$ cat src/rtl/mem_scheduler.sv
// Arbiter sharing one memory port between data access, instruction fetch and a debug/DMA master.
// Define ARB_AGING_EN to add age counters that promote a starved imem/xmem requester above dmem.
module mem_scheduler #(
    parameter int AGE_LIMIT = 8,
    parameter int AGE_W     = 4
) (
    input  logic        clk,
    input  logic        rst,
    input  logic        imem_valid,
    input  logic [31:0] imem_addr,
    output logic        imem_ready,
    input  logic        dmem_valid,
    input  logic [31:0] dmem_addr,
    input  logic [31:0] dmem_wdata,
    input  logic [3:0]  dmem_wstrb,
    output logic        dmem_ready,
    input  logic        xmem_valid,
    input  logic [31:0] xmem_addr,
    input  logic [31:0] xmem_wdata,
    input  logic [3:0]  xmem_wstrb,
    output logic        xmem_ready,
    output logic [31:0] resp_rdata,
    output logic        memory_valid,
    output logic        memory_instr,
    output logic [31:0] memory_addr,
    output logic [31:0] memory_wdata,
    output logic [3:0]  memory_wstrb,
    input  logic [31:0] memory_rdata,
    input  logic        memory_ready
);

    typedef enum logic {
        IDLE = 1'b0,
        BUSY = 1'b1
    } state_t;

    typedef enum logic [1:0] {
        REQ_NONE = 2'd0,
        REQ_D    = 2'd1,
        REQ_I    = 2'd2,
        REQ_X    = 2'd3
    } req_t;

    state_t      state_q, state_d;
    req_t        grant_q, grant_d;
    req_t        winner;
    logic [31:0] addr_q, addr_d;
    logic [31:0] wdata_q, wdata_d;
    logic [3:0]  wstrb_q, wstrb_d;
    logic        instr_q, instr_d;
    logic        done;

`ifdef ARB_AGING_EN
    localparam logic [AGE_W-1:0] AGE_MAX = AGE_W'(AGE_LIMIT);

    logic [AGE_W-1:0] age_i_q, age_i_d;
    logic [AGE_W-1:0] age_x_q, age_x_d;
    logic             promo_i, promo_x;

    assign promo_i = imem_valid && (age_i_q == AGE_MAX);
    assign promo_x = xmem_valid && (age_x_q == AGE_MAX);

    always_comb begin
        winner = REQ_NONE;
        if (promo_i)         winner = REQ_I;
        else if (promo_x)    winner = REQ_X;
        else if (dmem_valid) winner = REQ_D;
        else if (imem_valid) winner = REQ_I;
        else if (xmem_valid) winner = REQ_X;
    end

    // Any IDLE cycle with a valid requester is a grant cycle, so "valid and not winner" means it lost.
    always_comb begin
        age_i_d = age_i_q;
        age_x_d = age_x_q;
        if (!imem_valid) begin
            age_i_d = '0;
        end else if (state_q == IDLE) begin
            if (winner == REQ_I)       age_i_d = '0;
            else if (age_i_q != AGE_MAX) age_i_d = age_i_q + 1'b1;
        end
        if (!xmem_valid) begin
            age_x_d = '0;
        end else if (state_q == IDLE) begin
            if (winner == REQ_X)       age_x_d = '0;
            else if (age_x_q != AGE_MAX) age_x_d = age_x_q + 1'b1;
        end
    end

    always_ff @(posedge clk) begin
        if (!rst) begin
            age_i_q <= '0;
            age_x_q <= '0;
        end else begin
            age_i_q <= age_i_d;
            age_x_q <= age_x_d;
        end
    end
`else
    always_comb begin
        winner = REQ_NONE;
        if (dmem_valid)      winner = REQ_D;
        else if (imem_valid) winner = REQ_I;
        else if (xmem_valid) winner = REQ_X;
    end
`endif

    always_comb begin
        state_d = state_q;
        grant_d = grant_q;
        addr_d  = addr_q;
        wdata_d = wdata_q;
        wstrb_d = wstrb_q;
        instr_d = instr_q;
        case (state_q)
            IDLE: begin
                if (winner != REQ_NONE) begin
                    state_d = BUSY;
                    grant_d = winner;
                    case (winner)
                        REQ_D: begin
                            addr_d  = dmem_addr;
                            wdata_d = dmem_wdata;
                            wstrb_d = dmem_wstrb;
                            instr_d = 1'b0;
                        end
                        REQ_I: begin
                            addr_d  = imem_addr;
                            wdata_d = '0;
                            wstrb_d = '0;
                            instr_d = 1'b1;
                        end
                        REQ_X: begin
                            addr_d  = xmem_addr;
                            wdata_d = xmem_wdata;
                            wstrb_d = xmem_wstrb;
                            instr_d = 1'b0;
                        end
                        default: ;
                    endcase
                end
            end
            BUSY: begin
                if (memory_ready) begin
                    state_d = IDLE;
                    grant_d = REQ_NONE;
                end
            end
            default: state_d = IDLE;
        endcase
    end

    always_ff @(posedge clk) begin
        if (!rst) begin
            state_q <= IDLE;
            grant_q <= REQ_NONE;
            addr_q  <= '0;
            wdata_q <= '0;
            wstrb_q <= '0;
            instr_q <= 1'b0;
        end else begin
            state_q <= state_d;
            grant_q <= grant_d;
            addr_q  <= addr_d;
            wdata_q <= wdata_d;
            wstrb_q <= wstrb_d;
            instr_q <= instr_d;
        end
    end

    // Gated by rst so a transaction being dropped by reset never completes.
    assign done = rst && (state_q == BUSY) && memory_ready;

    assign dmem_ready   = done && (grant_q == REQ_D);
    assign imem_ready   = done && (grant_q == REQ_I);
    assign xmem_ready   = done && (grant_q == REQ_X);
    assign resp_rdata   = memory_rdata;
    assign memory_valid = (state_q == BUSY);
    assign memory_instr = instr_q;
    assign memory_addr  = addr_q;
    assign memory_wdata = wdata_q;
    assign memory_wstrb = wstrb_q;

endmodule
$ cat config.mk
export PLATFORM = sky130hd
export DESIGN_NAME = mem_scheduler
export DESIGN_NICKNAME = d
export VERILOG_FILES = /design/src/rtl/mem_scheduler.sv
export SDC_FILE = /design/constraint.sdc
export NUM_CORES = 1
export LEC_CHECK = 0
export CORE_MARGIN = 2
export CORE_UTILIZATION = 32
export DETAILED_ROUTE_END_ITERATION = 10
export GPL_TIMING_DRIVEN = 0
export PLACE_DENSITY = 0.83
export SYNTH_ARGS = -nofsm -noshare
export SYNTH_HDL_FRONTEND = slang
export SYNTH_SLANG_ARGS = --single-unit
$ cat constraint.sdc
create_clock -name clk -period 1.35 [get_ports clk]
set_input_delay 0.2025 -clock clk [delete_from_list [all_inputs] [get_ports clk]]
set_output_delay 0.2025 -clock clk [all_outputs]
set_load 0.02 [all_outputs]
==> flow_summary_export.csv <==
group,metric,value,unit
critical_path,path_depth,4,
global_routing,grt_pass1_vias,4937,
critical_path,slowest_delay,350,ps
detailed_routing,drc,0,
yosys,synth_seq_cells,72,
yosys,synth_seq_area_share,33.5,%
clock_network,cts_hold_buf,0,
min_path,min_path_cells,2,
timing,period_needed,1470,ps
timing,finalSetupViolations,3,
timing,final_hold_viol_count,0,
yosys,synth-main-ff-cell,"dfxtp_1",
layout,final_area,7600,um2
timing,finalCritPeriodShare,109,%
detailed_routing,ant_nets,0,
yosys,syn-num-nets,695,
floorplan,start_util,32.6,%
clock_network,cts_tree,"done",
critical_path,required,1150,ps
yosys,syn_inst,489,
critical_path,crit_family,"flip-flops",
clock_network,clk_pin_slew,60,ps
detailed_routing,wirelength,17.2,mm
layout,layout.nets,987,
critical_path,cp_slowest_cell,"dfxtp_4",
yosys,synthArstFlopShare,0,%
timing,worst_pin_slew,547,ps
global_routing,antenna_found_initial,0,
yosys,yosys.area.top_type,"dfxtp_1",
min_path,holdPathEnd,"grant_q[0]",
clock_network,insertion_delay,330,ps
floorplan,die_w,120,um
placed_design,port_buffers,275,
global_routing,track_usage,23.4,%
power,powerDensity,908,nW/um2
placed_design,place.gp.congestion,0.833,
power,irDropWorstVdd,0.509,mV
yosys,syn-mean-instance-area,8.79,um2
critical_path,critPathBufInv,2,
yosys,synthDistinctLibCells,25,
clock_network,clock-sinks,72,
critical_path,rr_worst_depth,4,
layout,final_cells,961,
outcome,failed_checks,"negative setup slack",
clock_network,cts_made_buffers,9,
floorplan,io_pins,311,
yosys,synthesis.area,4300,um2
critical_path,worstSetupPathType,"reg2out",
placed_design,place_inst,940,
timing,slew_headroom,63.6,%
yosys,synth_top_area_share,33.5,%
clock_network,ctsLongestPathBuffers,2,
yosys,synthTopCellsByCount,"72 x dfxtp_1, 70 x nand2_1, 37 x o211a_1, 36 x nor2b_1, 36 x o311ai_0",
critical_path,worstPathMaxFanout,3,
critical_path,worstReg2RegStart,"memory_valid",
min_path,hp-start,"rst",
power,p_leak,0.00355,uW
detailed_routing,initialDrtViolationCount,190,
timing,rsz0062_at_grt,"true",
global_routing,grt_pass1_wl,26.2,mm
layout,drive_above_1_share,16.9,%
timing,report.final.slew_viol_count,0,
detailed_routing,vias,4973,
timing,holdWs,359,ps
critical_path,startpoint_type,"flop",
critical_path,worstPathArrival,1260,ps
placed_design,hpwl,13.1,mm
yosys,synthTopCellsByArea,"dfxtp_1 34%, o211a_1 8.6%, o221a_2 8.4%, o311ai_0 7.3%, a211o_1 6.3%",
yosys,ys_warn_count,0,
layout,syn2layout_area_growth,76.9,%
floorplan,die_area,14400,um2
outcome,status,"finished with violations",
layout,num_antenna_cells,0,
timing,worst_slack,-116,ps
floorplan,core-area,13200,um2
global_routing,overflow,0,
floorplan,dieHeight,120,um
detailed_routing,viasPerCell,5.17,
min_path,hold_path_class,"in2reg",
timing,fmax,682,MHz
detailed_routing,first_pass_iters,5,
floorplan,row_count,42,
placed_design,place_area,7280,um2
clock_network,cts_max_level,3,
detailed_routing,wl_per_cell,17.9,um
clock_network,clock-root-buffer,"clkbuf_16",
yosys,synth_edf_count,0,
timing,clock_skew,3.51,ps
layout,fillCellCount,1220,
global_routing,grt_max_degree,19,
critical_path,worstPathCellList,"buf_8 > and3_4 > and3b_2 > buf_6",
critical_path,worstReg2RegEnd,"memory_addr[9]",
critical_path,endpoint_kind,"primary output",
yosys,synth_most_common_cell,"dfxtp_1",
run,cap_violations,0,
critical_path,r2r_slack,80,ps
==> cell usage in the layout (no fill, tap or decap), types with 2 or more instances in the layout <==
cell               n
a211o_1           31
a21oi_1           33
and3_4             2
and3b_2            2
buf_1              3
buf_2             21
buf_4             40
buf_6              9
clkbuf_1          24
clkbuf_16          9
clkbuf_2           7
clkbuf_8           2
clkdlybuf4s50_1  201
dfxtp_1           71
dlygate4sd2_1     69
inv_1              2
nand2_1           70
nand3b_1          33
nor2_1             3
nor2b_1           36
o211a_1           37
o221a_2           32
o311ai_0          31
o311ai_1           3
o311ai_2           2
==> per-layer routing <==
layer | share of wire (%) | global-route usage [%]
met1 | 41 | 27.3
met2 | 49 | 40.3
met3 | 8.7 | 7.37
met4 | 2.2 | 8.09
met5 | 0 | 0
==> report_power, final <==
group          leakage, uW  total (uW)  switching, uW  internal (uW)
combinational      0.00282        2250           1040           1210
sequential        0.000598        2430            100           2330
clock             0.000130        2220            885           1340
==> worst reg2reg max path: stages, from the launching register on <==
cell and delay (ps):
dfxtp_4 350, buf_4 140, clkbuf_2 190, a211o_1 270, o221a_2 220
==> registers in the layout, summed over array words and instances, names as in the netlist <==
name	flops
memory_valid	1
memory_addr	32
memory_wdata	32
memory_wstrb	4
grant_q	2
memory_instr	1
==> worst max path at each step <==
stage	endpoint	from	slack [ps]
floorplan	memory_wdata[11]	dmem_valid	30
global placement	memory_wdata[11]	imem_valid	-870
detailed placement	memory_wdata[11]	imem_valid	-890
CTS	imem_ready	memory_valid	-250
global route	dmem_ready	memory_valid	-160
finish	imem_ready	memory_valid	-120
==> cell families (layout without fill, tap and decap cells) <==
group,Yosys count,count (layout),synth area share (%)
flip-flops,72,72,33.5
AO/OA/AOI/OAI,175,175,35.8
buffers and inverters,94,390,12.1
AND/OR/NAND/NOR,148,148,18.5
==> metrics by stage <==
step	utilization, %	TNS (ps)	worst slack (ps)	power [uW]
finish	57.6	-334	-116	6910
CTS	57.4	-723	-250	6960
detailed placement	55.2	-57450	-891	4810
global placement	55.2	-57870	-874	4790
global route	57.6	-471	-161	7240
floorplan	-	0	28.8	3580
==> area by class of cell <==
class | instances | area [um2] | area share, %
buffer | 90 | 552 | 7.26
clock buffer | 15 | 268 | 3.52
sequential | 72 | 1450 | 19.0
timing repair buffer | 283 | 2740 | 36.0
tap | 176 | 220 | 2.90
inverter | 2 | 7.51 | 0.0987
multi-input combinational | 323 | 2370 | 31.2
==> timing repair <==
item / CTS / global route
pin swaps: 2 / 0
gates resized for setup: 115 / 17
buffers inserted: 5 / 3
endpoints found under the setup margin: 145 / 45
No activity file was read; power rests on OpenSTA's default activity.
